==> config.mk <==
export PLATFORM = sky130hd
export DESIGN_NAME = status_tracker_flat
export DESIGN_NICKNAME = d
export VERILOG_FILES = /design/src/rtl/status_tracker_if.sv /design/src/rtl/status_tracker.sv /design/src/flat_wrapper.sv
export SDC_FILE = /design/constraint.sdc
export NUM_CORES = 1
export LEC_CHECK = 0
export ABC_AREA = 1
export ABC_CLOCK_PERIOD_IN_PS = 2300
export CAP_MARGIN = 15
export CORE_MARGIN = 10
export CORE_UTILIZATION = 50
export CTS_BUF_LIST = sky130_fd_sc_hd__clkbuf_16
export CTS_CLUSTER_DIAMETER = 80
export CTS_CLUSTER_SIZE = 28
export DETAILED_ROUTE_END_ITERATION = 12
export PLACE_DENSITY = 0.78
export SLEW_MARGIN = 0
export SYNTH_ARGS = -nofsm -noshare
export SYNTH_HDL_FRONTEND = slang
export SYNTH_SLANG_ARGS = --single-unit
==> constraint.sdc <==
create_clock -name i_clk -period 2.3 [get_ports i_clk]
set_input_delay 0.46 -clock i_clk [delete_from_list [all_inputs] [get_ports i_clk]]
set_output_delay 0.46 -clock i_clk [all_outputs]
set_load 0.1 [all_outputs]
==> src/rtl/status_tracker_if.sv <==
// Status-in / record-out bundle between the core, the status tracker and the host.
// The tracker takes the slave view; the core/host side takes the master view.
interface status_tracker_if #(
  parameter int DEPTH = 8,
  parameter int CNT_W = 16
);
  localparam int LW = $clog2(DEPTH) + 1;

  logic [1:0]       i_status;
  logic             i_status_valid;
  logic             o_rec_valid;
  logic             i_rec_ready;
  logic [CNT_W+1:0] o_rec_data;
  logic [LW-1:0]    o_level;
  logic [CNT_W-1:0] o_r_cnt;
  logic [CNT_W-1:0] o_i_cnt;
  logic             o_ovf_flag;
  logic             o_drop;
  logic             o_done;

  modport slave (
    input  i_status, i_status_valid, i_rec_ready,
    output o_rec_valid, o_rec_data, o_level, o_r_cnt, o_i_cnt,
           o_ovf_flag, o_drop, o_done
  );

  modport master (
    output i_status, i_status_valid, i_rec_ready,
    input  o_rec_valid, o_rec_data, o_level, o_r_cnt, o_i_cnt,
           o_ovf_flag, o_drop, o_done
  );
endinterface

==> src/rtl/status_tracker.sv <==
// Sequence-stamps core status events into a record FIFO, counts successes and
// latches the first terminal status, raising o_done once the FIFO has drained.
module status_tracker #(
  parameter int DEPTH = 8,
  parameter int CNT_W = 16
) (
  input  logic              i_clk,
  input  logic              i_rst_n,
  status_tracker_if.slave   bus
);
  localparam int PW = $clog2(DEPTH);
  localparam int LW = PW + 1;

  typedef enum logic [1:0] {RUN, TERM, HALT} state_e;

  state_e           state_q, state_d;
  logic [PW-1:0]    wr_q, rd_q;
  logic [LW-1:0]    lvl_q;
  logic [CNT_W-1:0] seq_q, r_q, i_q;
  logic             ovf_q, drop_q;
  logic [CNT_W+1:0] mem_q [DEPTH];

  logic ev, pop, full, push;

  // Only RUN captures events; TERM/HALT swallow the core's repeated MIPS_END.
  assign ev   = (state_q == RUN) && bus.i_status_valid;
  assign pop  = (lvl_q != '0) && bus.i_rec_ready;
  assign full = (lvl_q == LW'(DEPTH));
  assign push = ev && (!full || pop);

  always_comb begin
    state_d = state_q;
    case (state_q)
      RUN:     if (ev && bus.i_status[1]) state_d = TERM;
      TERM:    if (lvl_q == '0)           state_d = HALT;
      HALT:    state_d = HALT;
      default: state_d = RUN;
    endcase
  end

  always_ff @(posedge i_clk or negedge i_rst_n) begin
    if (!i_rst_n) begin
      state_q <= RUN;
      wr_q    <= '0;
      rd_q    <= '0;
      lvl_q   <= '0;
      seq_q   <= '0;
      r_q     <= '0;
      i_q     <= '0;
      ovf_q   <= 1'b0;
      drop_q  <= 1'b0;
      // Cleared so the empty-FIFO head reads 0 after reset.
      for (int k = 0; k < DEPTH; k++) mem_q[k] <= '0;
    end else begin
      state_q <= state_d;
      if (push) begin
        mem_q[wr_q] <= {bus.i_status, seq_q};
        wr_q        <= wr_q + 1'b1;
      end
      if (pop) rd_q <= rd_q + 1'b1;
      case ({push, pop})
        2'b10:   lvl_q <= lvl_q + 1'b1;
        2'b01:   lvl_q <= lvl_q - 1'b1;
        default: lvl_q <= lvl_q;
      endcase
      if (ev) begin
        seq_q <= seq_q + 1'b1;
        if (bus.i_status == 2'd0 && r_q != '1) r_q <= r_q + 1'b1;
        if (bus.i_status == 2'd1 && i_q != '1) i_q <= i_q + 1'b1;
        if (bus.i_status == 2'd2) ovf_q <= 1'b1;
        if (!push) drop_q <= 1'b1;
      end
    end
  end

  assign bus.o_rec_valid = (lvl_q != '0);
  assign bus.o_rec_data  = mem_q[rd_q];
  assign bus.o_level     = lvl_q;
  assign bus.o_r_cnt     = r_q;
  assign bus.o_i_cnt     = i_q;
  assign bus.o_ovf_flag  = ovf_q;
  assign bus.o_drop      = drop_q;
  assign bus.o_done      = (state_q == HALT);
endmodule

==> src/flat_wrapper.sv <==
// flat-port wrapper written by rule: the top's interface ports become plain ports
module status_tracker_flat 
#(
  parameter int DEPTH = 8,
  parameter int CNT_W = 16
)
  (i_clk, i_rst_n, bus_i_status, bus_i_status_valid, bus_i_rec_ready, bus_o_rec_valid, bus_o_rec_data, bus_o_level, bus_o_r_cnt, bus_o_i_cnt, bus_o_ovf_flag, bus_o_drop, bus_o_done);
  status_tracker_if #(.DEPTH(DEPTH), .CNT_W(CNT_W)) bus_i ();
  input  logic i_clk;
  input  logic i_rst_n;
  input wire logic [$bits(bus_i.i_status)-1:0] bus_i_status;
  input wire logic [$bits(bus_i.i_status_valid)-1:0] bus_i_status_valid;
  input wire logic [$bits(bus_i.i_rec_ready)-1:0] bus_i_rec_ready;
  output wire logic [$bits(bus_i.o_rec_valid)-1:0] bus_o_rec_valid;
  output wire logic [$bits(bus_i.o_rec_data)-1:0] bus_o_rec_data;
  output wire logic [$bits(bus_i.o_level)-1:0] bus_o_level;
  output wire logic [$bits(bus_i.o_r_cnt)-1:0] bus_o_r_cnt;
  output wire logic [$bits(bus_i.o_i_cnt)-1:0] bus_o_i_cnt;
  output wire logic [$bits(bus_i.o_ovf_flag)-1:0] bus_o_ovf_flag;
  output wire logic [$bits(bus_i.o_drop)-1:0] bus_o_drop;
  output wire logic [$bits(bus_i.o_done)-1:0] bus_o_done;
  assign bus_i.i_status = bus_i_status;
  assign bus_i.i_status_valid = bus_i_status_valid;
  assign bus_i.i_rec_ready = bus_i_rec_ready;
  assign bus_o_rec_valid = bus_i.o_rec_valid;
  assign bus_o_rec_data = bus_i.o_rec_data;
  assign bus_o_level = bus_i.o_level;
  assign bus_o_r_cnt = bus_i.o_r_cnt;
  assign bus_o_i_cnt = bus_i.o_i_cnt;
  assign bus_o_ovf_flag = bus_i.o_ovf_flag;
  assign bus_o_drop = bus_i.o_drop;
  assign bus_o_done = bus_i.o_done;
  status_tracker #(.DEPTH(DEPTH), .CNT_W(CNT_W)) u_core (.i_clk(i_clk), .i_rst_n(i_rst_n), .bus(bus_i));
endmodule
# == Yosys cells after proc, flatten, opt, wreduce, memory -nomap -nowiden ==
# Index checks and enable logic that the tools add are counted.
# totals
inputBits,6
out_inout_bits,58
register_bits,206
wordCells,70
# op_classes
n_lt_le_gt_ge,3
n_mux,10
bitwise,3
reduce_logical,19
n_addsub,7
n_eq_ne,11
# op_table
cell,n
$bwmux W144,1
$bmux W18 S3,1
$demux W18 S3,1
$mux W18,3
$add A16 B1 Y16 const B,3
$ne A16 B16 Y1 const B,2
$reduce_and A2 Y1,5
$ge A4 B4 Y1 const B,2
$not A3 Y4,2
$pmux W4 S2,1
$logic_and A1 B1 Y1,7
$add A3 B1 Y3 const B,2
$eq A2 B1 Y1 const B,3
$eq A2 B2 Y1 const B,3
$pmux W2 S3,1
$add A4 B1 Y4 const B,1
$eq A4 B4 Y1 const B,1
$logic_not A2 Y1,2
$logic_not A4 Y1,1
$lt A4 B1 Y1 const B,1
$mux W2,2
$reduce_bool A4 Y1,1
$sub A4 B1 Y4 const B,1
$ne A2 B1 Y1 const B,1
5 further kinds,5

# == Depth between registers and ports, before layout ==
# depth
ltp_word,6
depth_mapped,14
depth_no_buf,14

# == Least setup slack after synthesis ==
# OpenSTA, ideal clock, no wires.
# synth_timing
path_type,reg2reg
startpoint,register u_core.lvl_q[1] (netlist: u_core.bus.o_level[1])
endpoint,register u_core.lvl_q[2] (netlist: u_core.bus.o_level[2])
arrival_time_ns,3.093
required_ns,2.171
setup_slack_ns,-0.923
path_stages_with_launch,13
cell_sequence,dfrtp_1 nor2_2 nand2_1 nand2_1 inv_1 ha_1 nand2_1 inv_1 nor2_1 ha_1 a21oi_1 xor2_1 o21ai_0
# synth_via
elab_chain_len,6
word_cells_on_any_way,12
# synth_rtl
element,line_no,source
"start, declared",status_tracker.sv:18,logic [LW-1:0] lvl_q;
"start signal, assigned",status_tracker.sv:62,2'b10: lvl_q <= lvl_q + 1'b1;
"start signal, assigned",status_tracker.sv:63,2'b01: lvl_q <= lvl_q - 1'b1;
"start signal, assigned",status_tracker.sv:64,default: lvl_q <= lvl_q;
$reduce_bool A4 Y1 *,-,
named net bus_o_rec_valid,flat_wrapper.sv:14,output wire logic [$bits(bus_i.o_rec_valid)-1:0] bus_o_rec_valid;
$logic_and A1 B1 Y1 *,status_tracker.sv:27,assign pop = (lvl_q != '0) && bus.i_rec_ready;
named net u_core.pop,status_tracker.sv:23,"logic ev, pop, full, push;"
$logic_or A1 B1 Y1,status_tracker.sv:29,assign push = ev && (!full || pop);
$logic_and A1 B1 Y1,status_tracker.sv:29,
$eq A2 B1 Y1 / $eq A2 B2 Y1 (equally long branches),status_tracker.sv:61,"case ({push, pop})"
$pmux W4 S2 / $reduce_bool A2 Y1 (equally long branches),-,
# The timed path passes the listed nets; every way through them passes the cells marked *.
# A chain may end at the register's enable or synchronous reset.

# == Worst setup path in the final report ==
# layout_timing
startpoint,register u_core.rd_q[0]
endpoint,output bus_o_rec_data[1]
# layout_via
elab_chain_len,4
# layout_rtl
element,line_no,source
"start, declared",status_tracker.sv:17,"logic [PW-1:0] wr_q, rd_q;"
"start signal, assigned",status_tracker.sv:60,if (pop) rd_q <= rd_q + 1'b1;
$not A3 Y4 (implied by the code),status_tracker.sv:77,assign bus.o_rec_data = mem_q[rd_q];
$bmux W18 S3,status_tracker.sv:77,
$mux W18 (implied by the code) (2 in series),status_tracker.sv:77,
"end, declared",flat_wrapper.sv:15,output wire logic [$bits(bus_i.o_rec_data)-1:0] bus_o_rec_data;
# Every way passes these cells. The select of a mux whose other input is x is not followed.

==> reports/metrics.csv <==
stage,metric,value,unit
power_and_ir_drop,leakage power,5.685,nW
global_routing,number of global-route vias before repair,8519,
power_and_ir_drop,Clock power frac,0.129,
yosys,Yosys top cell area share,0.5012,
critical_path,critical-path maximum fanout,12,
place,routability cong.,0.8715,
route,via count,8781,
die,starting density of the core,0.5083,
route,drt total wl,26140,µm
critical_path,crit path kind,reg2out,
sta,Worst Skew,0.02058,ns
layout,design area,12010,µm²
yosys,Synth Register Bits,206,
route,Routed Antenna Nets,0,
die,Core Region,20230,µm²
die,area of the die,26710,µm²
clock_tree,CTS Root Cell,clkbuf_16,
layout,antenna diode count,0,
sta,final period utilization,1.062,
critical_path,crit-path cells,buf_12 -> inv_6 -> clkbuf_16 -> o21ai_0 -> o21ai_1 -> nand2_1 -> nand2_2 -> buf_12,
hold_path,Worst Hold Class,reg2reg,
layout,Area growth syn-to-layout,16.74,%
clock_tree,Skew-Pair Late Insertion Delay,0.47,ns
die,Row Count,52,
critical_path,max incr delay on CP,0.42,ns
yosys,syn_area_per_cell,8.086,µm²
yosys,"top cells by area, synth","dfrtp_1 50%, nand2_1 14%, nor2_1 6.2%",
status,status,"finished, violations left",
yosys,"area leader, netlist",dfrtp_1,
route,drt first pass iters,5,
yosys,mapped cell area,10280,µm²
sta,"Hold Vio Cnt, Final",0,
layout,most frequent cells in the layout,"362 x nand2_1, 200 x dfrtp_1, 168 x o21ai_1, 157 x nor2_1, 80 x o21ai_0",
sta,Setup WS post-layout,-0.1434,ns
clock_tree,H-tree depth,1,
sta,Tmin final,2.443,ns
place,PortBufs,63,
power_and_ir_drop,sequential share of power,0.296,
global_routing,grt ovf,0,
power_and_ir_drop,combinational power share,0.575,
critical_path,Buffers & Inverters on Critical Path,4,
global_routing,most used routing layer,met2,
place,pre-CTS setup slack,-0.01192,ns
yosys,sequential share of the synthesized area,0.5012,
layout,"commonest non-fill, non-tap cell in the layout",nand2_1,
yosys,Yosys warning total,0,
sta,final setup vio count,18,
power_and_ir_drop,"Power, Total",18.85,mW
global_routing,met1 global-route usage,0.2483,
global_routing,largest net degree at the start of global routing,55,
power_and_ir_drop,pwr/cell area,1570,nW/µm²
clock_tree,Num Clock Sinks,206,
global_routing,grt met2 use,0.3199,
route,initial DRC count,865,
power_and_ir_drop,internal power,9.673,mW
route,WL/cell,16.32,µm
power_and_ir_drop,peak supply drop,1020,µV
sta,RSZ-0062 raised after global routing,yes,
critical_path,WP data arrival,1.98,ns
critical_path,crit path max-delay cell type,dfrtp_2,
sta,Pins Over Slew Limit,0,
clock_tree,Worst-path clk slew,0.10,ns
layout,share of layout cells above drive strength 1,0.1411,
global_routing,routing usage on met3,0.02492,
sta,Highest Clock Rate,409.3,MHz
global_routing,global-route wire length before repair,42460,µm
layout,Final #Nets,1345,
power_and_ir_drop,Psw,9.181,mW
critical_path,cell mode on critical path,buf_12,
yosys,Post-Syn Instances,1272,
place,DP Wirelength,15230,µm
run,MaxCap Viol Count,0,
clock_tree,Bufs on Longest Clock Path,3,
sta,actual slew at the worst max-slew pin,0.4639,ns
critical_path,"delay-heaviest family, CP",buffers and inverters,
clock_tree,CTS tree,done,
die,Die Height,163.4,µm
status,failing checks,negative setup slack,
critical_path,"Req. time, crit path",1.84,ns
layout,final core occ,0.5934,
critical_path,CP startpoint kind,flip-flop,
yosys,syn_nets,1290,
yosys,Synth cell types,32,
sta,headroom to the max-slew limit,0.6907,
route,drt via density,5.481,
place,Placed Area,11210,µm²
route,DR DRC count,0,
global_routing,antenna violations before repair,0,
die,Boundary Pins,64,
die,Die X-Extent,163.4,µm
critical_path,Setup crit end kind,primary output,
clock_tree,total CTS buffers,12,
global_routing,gr usage total,0.1893,
power_and_ir_drop,sw frac,0.4870,
cells in the mapped netlist:
cell type and n:
buf_1 4, nand3_2 1, o21ai_1 126, clkinv_2 1
o21ai_2 12, xnor2_1 6, nor3_1 2, nor2_1 169
inv_4 1, nor2_2 7, buf_12 1, buf_4 2
nand2_1 381, nand3_1 46, xor2_1 19, o21ai_0 122
clkbuf_1 19, ha_1 12, a31o_2 1, nand3b_1 11
nand4_1 13, inv_2 4, o21bai_1 1, buf_6 25
nand2_8 7, dfrtp_1 206, buf_2 9, nand2_2 1
clkinv_1 2, inv_1 56, a21oi_1 3, nand2_4 2
state kept, by name, summed over array words and instances, names as in the netlist:
| signal | cells |
|---|---|
| u_core.bus.o_r_cnt | 16 |
| u_core.seq_q | 16 |
| u_core.rd_q | 3 |
| u_core.state_q | 2 |
| u_core.bus.o_level | 4 |
| u_core.mem_q | 144 |
| u_core.wr_q | 3 |
| u_core.bus.o_i_cnt | 16 |
| u_core.bus.o_drop | 1 |
| u_core.bus.o_ovf_flag | 1 |
cell families after synthesis:
logic type                 count (synthesis)  synth area share
AOI/OAI and AO/OA                        265            0.1339
xor gates and xnor gates                  25           0.02129
and+or+nand+nor                          640            0.2617
buffers and inverters                    124           0.06727
DFF                                      206            0.5012
adders and majority gates                 12           0.01460
layer usage:
layer  routed length (µm)  vias up
met5                    0        -
met4                  495        0
met3                 1780       41
met2                12750      312
met1                11120     4206
li1                     -     4222
timing repair:
action | 4_1_cts | 5_1_grt
buffers inserted | 3 | 1
pin swaps | 10 | 6
hold buffers | 1 | 0
setup endpoints to repair | 18 | 18
cloned | 4 | 4
endpoints found under the hold margin | 47 | 0
resized for setup | 68 | 21
metrics by stage:
step	TNS, ns	instances	hold slack, ns
floorplan	0	1272	0.1644
global placement	0	1570	0.4528
detailed placement	-0.01192	1570	0.4489
CTS	-0.7026	1597	0.4888
global route	-3.118	1602	0.5168
finish	-1.474	1602	0.4897
worst min-delay path, stage by stage, from the launching register on:
cell and delay [ns]:
dfrtp_1 0.36, nand2_1 0.06, o21ai_2 0.05
layout make-up:
type / instances / area, µm²
Inverter: 64 / 249.0
Timing Repair Buffer: 101 / 1300
Fill cell: 1698 / 8228
Clock inverter: 6 / 81.33
Multi-Input combinational cell: 942 / 4541
Sequential cell: 206 / 5172
Clock buffer: 13 / 325.3
Tap cell: 270 / 337.8
power groups by stage:
stage	clock (mW)	sequential (mW)	combinational [mW]
after floorplan	0	6.03	6.21
after global placement	0	5.54	9.62
after detailed placement	0	5.57	9.79
after CTS	2.47	5.54	10.4
after global routing	2.62	5.70	11.6
final	2.44	5.58	10.8
path summary, 6_finish.rpt:
| check | startpoint | to | slack [ns] | depth (start not counted) |
|---|---|---|---|---|
| setup / recovery | u_core.rd_q[0] | bus_o_rec_data[1] | -0.14 | 8 |
| hold / removal | u_core.mem_q[98] | u_core.mem_q[98] | 0.49 | 2 |
| setup reg to reg | u_core.bus.o_level[1] | u_core.bus.o_level[2] | 0.22 | 12 |
| hold reg to reg | u_core.mem_q[98] | u_core.mem_q[98] | 0.49 | 2 |
| max in group asynchronous | i_rst_n | u_core.mem_q[87] | 1.04 | 3 |
| min in group asynchronous | i_rst_n | u_core.mem_q[117] | 0.53 | 2 |
No activity file was read; power rests on OpenSTA's default activity.
